File: config.mk
export PLATFORM = sky130hd
export DESIGN_NAME = calc_seq
export DESIGN_NICKNAME = d
export VERILOG_FILES = /design/src/rtl/calc_seq.sv
export SDC_FILE = /design/constraint.sdc
export NUM_CORES = 1
export LEC_CHECK = 0
export ABC_AREA = 1
export CORE_MARGIN = 2
export CORE_UTILIZATION = 51
export CTS_BUF_LIST = sky130_fd_sc_hd__clkbuf_4
export DETAILED_ROUTE_END_ITERATION = 16
export PLACE_DENSITY = 0.85
export RECOVER_POWER = 50
export SYNTH_ARGS = -nofsm -noshare
export SYNTH_HDL_FRONTEND = slang
export SYNTH_SLANG_ARGS = --single-unit
File: constraint.sdc
create_clock -name i_clk -period 2.71 [get_ports i_clk]
set_input_delay 0.6775 -clock i_clk [delete_from_list [all_inputs] [get_ports i_clk]]
set_output_delay 0.6775 -clock i_clk [all_outputs]
set_load 0.03 [all_outputs]
File: src/rtl/calc_seq.sv
// Calculator command sequencer: queues {clear, opcode, operand} commands and
// runs each through the shared ALU, writing the 16-bit result back to the accumulator.
module calc_seq #(
  parameter int DEPTH   = 4,
  parameter int ALU_LAT = 0
) (
  input  logic        i_clk,
  input  logic        i_resetn,
  input  logic        i_cmd_valid,
  output logic        o_cmd_ready,
  input  logic        i_cmd_clr,
  input  logic [3:0]  i_cmd_op,
  input  logic [15:0] i_cmd_data,
  input  logic        i_flush,
  output logic [3:0]  o_alu_op,
  output logic [31:0] o_alu_op1,
  output logic [31:0] o_alu_op2,
  input  logic [31:0] i_alu_result,
  output logic [15:0] o_acc,
  output logic        o_acc_zero,
  output logic        o_ovf,
  output logic        o_done,
  output logic        o_busy,
  output logic [15:0] o_op_cnt
);

  localparam int AW = (DEPTH > 1) ? $clog2(DEPTH) : 1;
  localparam int CW = $clog2(DEPTH + 1);

  typedef enum logic [1:0] {S_IDLE, S_EXEC, S_WB} state_t;

  logic [20:0]   r_mem [DEPTH];
  logic [AW-1:0] r_wptr;
  logic [AW-1:0] r_rptr;
  logic [CW-1:0] r_count;
  state_t        r_state;
  state_t        w_state_next;
  logic [3:0]    r_wait;
  logic [3:0]    w_wait_next;
  logic          r_cur_clr;
  logic [3:0]    r_cur_op;
  logic [15:0]   r_cur_data;
  logic [15:0]   r_acc;
  logic          r_ovf;
  logic          r_done;
  logic [15:0]   r_op_cnt;

  logic          w_empty;
  logic          w_full;
  logic          w_push;
  logic          w_pop;
  logic          w_wb;
  logic          w_ovf;
  logic [20:0]   w_head;

  assign w_empty = (r_count == '0);
  assign w_full  = (r_count == CW'(DEPTH));
  // Ready looks only at registered occupancy so it never combinationally depends on a pop.
  assign w_push  = i_cmd_valid && !w_full && !i_flush;
  assign w_wb    = (r_state == S_WB) && !i_flush;
  assign w_head  = r_mem[r_rptr];
  assign w_ovf   = (|i_alu_result[31:15]) && !(&i_alu_result[31:15]);

  always_ff @(posedge i_clk) begin
    if (w_push) begin
      r_mem[r_wptr] <= {i_cmd_clr, i_cmd_op, i_cmd_data};
    end
  end

  always_comb begin
    w_state_next = r_state;
    w_wait_next  = r_wait;
    w_pop        = 1'b0;
    case (r_state)
      S_IDLE: begin
        if (!w_empty) begin
          w_pop        = 1'b1;
          w_wait_next  = 4'(ALU_LAT);
          w_state_next = S_EXEC;
        end
      end
      S_EXEC: begin
        if (r_wait == 4'd0) begin
          w_state_next = S_WB;
        end else begin
          w_wait_next = r_wait - 4'd1;
        end
      end
      S_WB:    w_state_next = S_IDLE;
      default: w_state_next = S_IDLE;
    endcase
    if (i_flush) begin
      w_state_next = S_IDLE;
      w_pop        = 1'b0;
    end
  end

  always_ff @(posedge i_clk or negedge i_resetn) begin
    if (!i_resetn) begin
      r_state    <= S_IDLE;
      r_wait     <= '0;
      r_wptr     <= '0;
      r_rptr     <= '0;
      r_count    <= '0;
      r_cur_clr  <= 1'b0;
      r_cur_op   <= '0;
      r_cur_data <= '0;
      r_acc      <= '0;
      r_ovf      <= 1'b0;
      r_done     <= 1'b0;
      r_op_cnt   <= '0;
    end else begin
      r_state <= w_state_next;
      r_wait  <= w_wait_next;
      r_done  <= w_wb;
      if (i_flush) begin
        r_wptr  <= '0;
        r_rptr  <= '0;
        r_count <= '0;
      end else begin
        if (w_push) r_wptr <= r_wptr + AW'(1);
        if (w_pop)  r_rptr <= r_rptr + AW'(1);
        r_count <= r_count + CW'(w_push) - CW'(w_pop);
      end
      if (w_pop) begin
        r_cur_clr  <= w_head[20];
        r_cur_op   <= w_head[19:16];
        r_cur_data <= w_head[15:0];
      end
      if (w_wb) begin
        r_acc    <= r_cur_clr ? 16'h0 : i_alu_result[15:0];
        r_ovf    <= !r_cur_clr && w_ovf;
        r_op_cnt <= r_op_cnt + 16'd1;
      end
    end
  end

  assign o_cmd_ready = !w_full;
  assign o_alu_op    = r_cur_op;
  assign o_alu_op1   = {{16{r_acc[15]}}, r_acc};
  assign o_alu_op2   = {{16{r_cur_data[15]}}, r_cur_data};
  assign o_acc       = r_acc;
  assign o_acc_zero  = (r_acc == 16'h0);
  assign o_ovf       = r_ovf;
  assign o_done      = r_done;
  assign o_busy      = (r_state != S_IDLE) || !w_empty;
  assign o_op_cnt    = r_op_cnt;

endmodule
Word-level counts from Yosys, hierarchy flattened
Memories as Yosys holds them, arrays and structs flattened. A register that Yosys moved wholly into a read port is not among the register bits.
Index checks and enable logic that the tools add are counted.
- register bits: 47
- memory bits (writable): 84
- output and inout bits: 105
- memories: 1
- $add $sub $neg: 6
- equality and inequality tests: 7
- mux-type cells: 18
- reduce and logical (&&, ||, !) cells: 24
- memory list (memory ; depth ; width ; rd ports ; clocked after Yosys merged registers in ; write ports ; line ; RTL):
    r_mem ; 4 ; 21 ; 1 ; 1 ; 1 ; 32 ; logic [20:0] r_mem [DEPTH];
- operators with widths (kind ; count):
    AND reduction 17 bit ; 1
    OR reduction 17 bit ; 1
    adder 16 x 1 -> 16 bit, second input constant ; 1
    logical NOT 16 bit ; 1
    2-to-1 mux 16 bit ; 1
    2-to-1 mux 2 bit ; 7
    2-to-1 mux 4 bit ; 2
    case mux 4 bit (2 select lines) ; 1
    nonzero test 2 bit ; 4
    logical NOT 1 bit ; 6
    != test 3 bit, second input constant ; 2
    logical AND 1 bit ; 5
    2-to-1 mux 1 bit ; 5
    adder 2 x 1 -> 2 bit, second input constant ; 2
    logical NOT 4 bit ; 1
    != test 2 bit, second input constant ; 2
    case mux 2 bit (2 select lines) ; 1
    subtractor 4 x 1 -> 4 bit, second input constant ; 1
    adder 3 x 1 -> 3 bit ; 1
    equality test 3 bit, second input constant ; 1
    logical NOT 3 bit ; 1
    2-to-1 mux 3 bit ; 1
    AND reduction 3 bit ; 1
    subtractor 3 x 1 -> 3 bit ; 1
    5 further kinds ; 5

Logic depth before layout (Yosys ltp)
- depth after elaboration: 7
- gate-level depth with buffers: 12
- gate-level depth less buffers: 12

Least setup slack after synthesis
No wires, ideal clock.
- path kind: input -> register
- start point: in i_flush
- end point: mem r_mem[0][0] (enable)
- data arrival time: 2.005 ns
- data required time: 2.311 ns
- slack: 0.307 ns
- cell stages on the path: 4
- path buffers: 1
- path through: buf_2 -> nor2_1 -> inv_1 -> nor2_1
- word-level cells in the longest chain between the ends: 4
- ends and longest elaborated chain (what ; line ; RTL):
    start: declaration ; 14 ; input logic i_flush,
    logical NOT 1 bit ; 59 ; assign w_push = i_cmd_valid && !w_full && !i_flush;
    logical AND 1 bit ; 59 ;
    2-to-1 mux 1 bit ; 65 ; if (w_push) begin
    2-to-1 mux 1 bit (implied by the code) ; 66 ; r_mem[r_wptr] <= {i_cmd_clr, i_cmd_op, i_cmd_data};
    end: declaration ; 32 ;
No other way between the ends.

Final worst setup path
- start point: reg r_acc[1], in the netlist o_acc[1]
- end point: out o_acc_zero
- word-level cells in the longest chain between the ends: 1
- ends and longest elaborated chain (what ; line ; RTL):
    start: declaration ; 43 ; logic [15:0] r_acc;
    start signal: assignment ; 131 ; r_acc <= r_cur_clr ? 16'h0 : i_alu_result[15:0];
    logical NOT 16 bit ; 143 ; assign o_acc_zero = (r_acc == 16'h0);
    end: declaration ; 20 ; output logic o_acc_zero,
No other way between the ends.

==> impl_metrics.tcl <==
set metrics [dict create \
    status "finished, final reports clean" \
    drv_cap 0 \
    synth_edf_count 84 \
    multi_input_area_mm2 0.00178 \
    root_buffer "clkbuf_4" \
    setup_viol 0 \
    die_y_um 118 \
    startpoint_type "flop" \
    r2r-start "r_count[1]" \
    grt_antenna_before_repair 0 \
    clk_pin_slew_worst_paths_ns 0.12 \
    cp.required_ns 2.03 \
    ios 162 \
    tns_ns 0 \
    critPathKind "reg -> out" \
    diodes 0 \
    post_dp_cell_area_mm2 0.00816 \
    cts_num_sinks 152 \
    drc 0 \
    grt_pass1_wl_um 24900 \
    async_reset_ff_share_pct 44.7 \
    hold_viol 0 \
    synth_seq_cells 152 \
    fmax_mhz 393 \
    post-cts-setup-buffer-count 0 \
    maxSlewHeadroom_pct 9.40 \
    die_x_um 118 \
    tightest_slew_ns 1.36 \
    timing.final.crit_share_pct 93.9 \
    vias 4803 \
    numCtsBuffers 17 \
    grt_pass1_vias 4967 \
    stdcell_area_mm2 0.00839 \
    fp-row-count 41 \
    yosysSeqAreaShare_pct 63.5 \
    syn_inst 604 \
    cts_tree "built" \
    synthFlopType "edfxtp_1" \
    clock_path_buffers 2 \
    core_mm2 0.0127 \
    powerDensity_mw_per_mm2 1070 \
    hp-class "in -> async" \
    ys_warn_count 0 \
    rrSetupSlack_ns 0.54 \
    place.gp.congestion 0.867 \
    fin_nets 794 \
    drt_first_pass_iters 4 \
    r2r_cells 12 \
    ff_latch_area_mm2 0.00423 \
    fillers 989 \
    syn_area_per_cell_um2 11.0 \
    r2r-end "r_count[2]" \
    io_buffers 161 \
    peakVddDrop_mv 0.548 \
    synth.distinct_cells 33 \
    hpwl_um 10400 \
    clk_latency_ns 0.53 \
    antenna_left 0 \
    synth_area_mm2 0.00665 \
    synth_nets 671 \
    power_leakage_nw 3.36 \
    layout-drive-gt1-share_pct 8.11 \
    timing.final.ws_setup_ns 0.164 \
    arrival_ns 1.87 \
    grt_max_degree 46 \
    dieArea_mm2 0.0140 \
    overflow 0 \
    total_power_w 0.00900 \
    drt-wirelength-per-cell_um 16.7 \
    hold_buffers 0 \
    routed_wirelength_um 15200 \
    pre_cts_slack_ns 0.00760 \
    rsz0062_at_grt "no" \
    report.final.slew_viol_count 0 \
    cp-end-kind "output pin" \
    drt_iter0_markers 360 \
    finClkSkew_ns 0.0123 \
    grt_usage_pct 22.8 \
    final_core_util_pct 66.2 \
    cp_max_fo 4 \
    viasPerCell 5.27 \
    final.min_clock_period_ns 2.55 \
    syn2layout_area_growth_pct 26.2 \
    cts_max_level 4 \
    start_util_pct 52.5 \
]
[logic make-up (layout without fill, tap and decap cells)]
family                     after synthesis  in the layout  share of synthesized area, %
buffers and inverters                  109            245                          9.52
DFF                                    152            152                          63.5
AOI/OAI and AO/OA                      114            114                          10.0
xor gates and xnor gates                13             13                          1.71
adders and majority gates               10             10                          1.99
and+or+nand+nor                        206            206                          13.2
[cell usage after synthesis, types with 2 or more instances]
| cell type | n | area (µm²) |
|---|---|---|
| nand2_1 | 94 | 353 |
| edfxtp_1 | 84 | 2520 |
| nor2_1 | 72 | 270 |
| dfrtp_1 | 68 | 1700 |
| buf_4 | 51 | 383 |
| o21ai_0 | 45 | 225 |
| inv_1 | 32 | 120 |
| o21ai_1 | 28 | 140 |
| o22ai_1 | 20 | 125 |
| a22o_1 | 15 | 131 |
| buf_2 | 13 | 65.1 |
| nand3_1 | 13 | 65.1 |
| ha_1 | 9 | 113 |
| xor2_1 | 9 | 78.8 |
| nor3_1 | 6 | 30.0 |
| clkbuf_1 | 5 | 18.8 |
| inv_2 | 5 | 18.8 |
| nand4_1 | 5 | 31.3 |
| nor2_4 | 4 | 45.0 |
| xnor2_1 | 4 | 35.0 |
| a21oi_1 | 3 | 15.0 |
| nor2_2 | 3 | 18.8 |
| nor4_1 | 3 | 18.8 |
| buf_6 | 2 | 22.5 |
| nand2_2 | 2 | 12.5 |
| o21ai_2 | 2 | 17.5 |
[worst max path at each step]
stage	startpoint	end	slack [ns]	depth (start not counted)
2_1_floorplan	i_flush	r_mem[0][0]	0.31	4
3_3_place_gp	i_cmd_valid	r_count[2]	0.12	11
3_5_place_dp	i_flush	r_count[2]	0.008	10
4_1_cts	o_acc[13]	o_acc_zero	0.04	4
5_1_grt	r_count[1]	o_cmd_ready	0.06	3
6_report	o_acc[1]	o_acc_zero	0.16	4
[metal layers]
layer  global-route usage [%]  routed length, µm  vias to the layer above
li1                         -                  -                     2261
met1                     26.0               5950                     2324
met2                     40.3               7880                      193
met3                     5.89               1050                       25
met4                     10.0                313                        0
met5                        0                  0                        -
[power by group]
part	internal [W]	switching (W)	total [W]
clock network	0.000546	0.000778	0.00132
registers	0.00288	0.000333	0.00321
logic	0.00172	0.00274	0.00446
[cell usage in the layout (no fill, tap or decap), types with 7 or more instances in the layout]
cell | netlist | final
o21ai_0 | 45 | 57
clkbuf_4 | 0 | 18
xor2_1 | 9 | 9
nand2_1 | 94 | 95
edfxtp_1 | 84 | 84
inv_1 | 32 | 34
nor3_1 | 6 | 7
o22ai_1 | 20 | 20
nor2_2 | 3 | 7
dfrtp_1 | 68 | 67
buf_4 | 51 | 7
nor2_1 | 72 | 70
clkdlybuf4s50_1 | 0 | 136
o21ai_1 | 28 | 17
a22o_1 | 15 | 15
nand3_1 | 13 | 14
dlygate4sd3_1 | 0 | 22
ha_1 | 9 | 9
[worst max-delay path, cell delays in order (launching register included)]
cell           delay (ns)
dfrtp_1              0.43
nor4_1               0.33
nand2_1              0.09
nor2_1               0.09
dlygate4sd2_1        0.40
[state kept, by name, summed over array words and instances, names as in the netlist]
register,flops
r_wptr,2
o_ovf,1
r_wait,4
r_mem,84
r_cur_data,16
o_acc,16
r_state,2
o_done,1
o_op_cnt,16
r_count,3
o_alu_op,4
r_cur_clr,1
r_rptr,2
[area by class of cell]
type,count,share of cell area [%]
Sequential cell,152,50.4
Multi-Input combinational cell,343,21.2
Timing Repair Buffer,176,21.1
Tap cell,172,2.56
Inverter,37,1.65
Clock buffer,18,1.61
Clock inverter,14,1.58
[repair_timing]
item | 4_1_cts | 5_1_grt
gates cloned | 0 | 0
gates resized for setup | 3 | 1
endpoints found under the setup margin | 8 | 1
[per-stage QoR]
stage          instances  hold WS, ns
2_1_floorplan        604        0.382
3_3_place_gp         880        0.472
4_1_cts              912       0.0830
6_report             912        0.422
3_5_place_dp         880        0.476
5_1_grt              912        0.490
(Power assumes the default switching activity.)
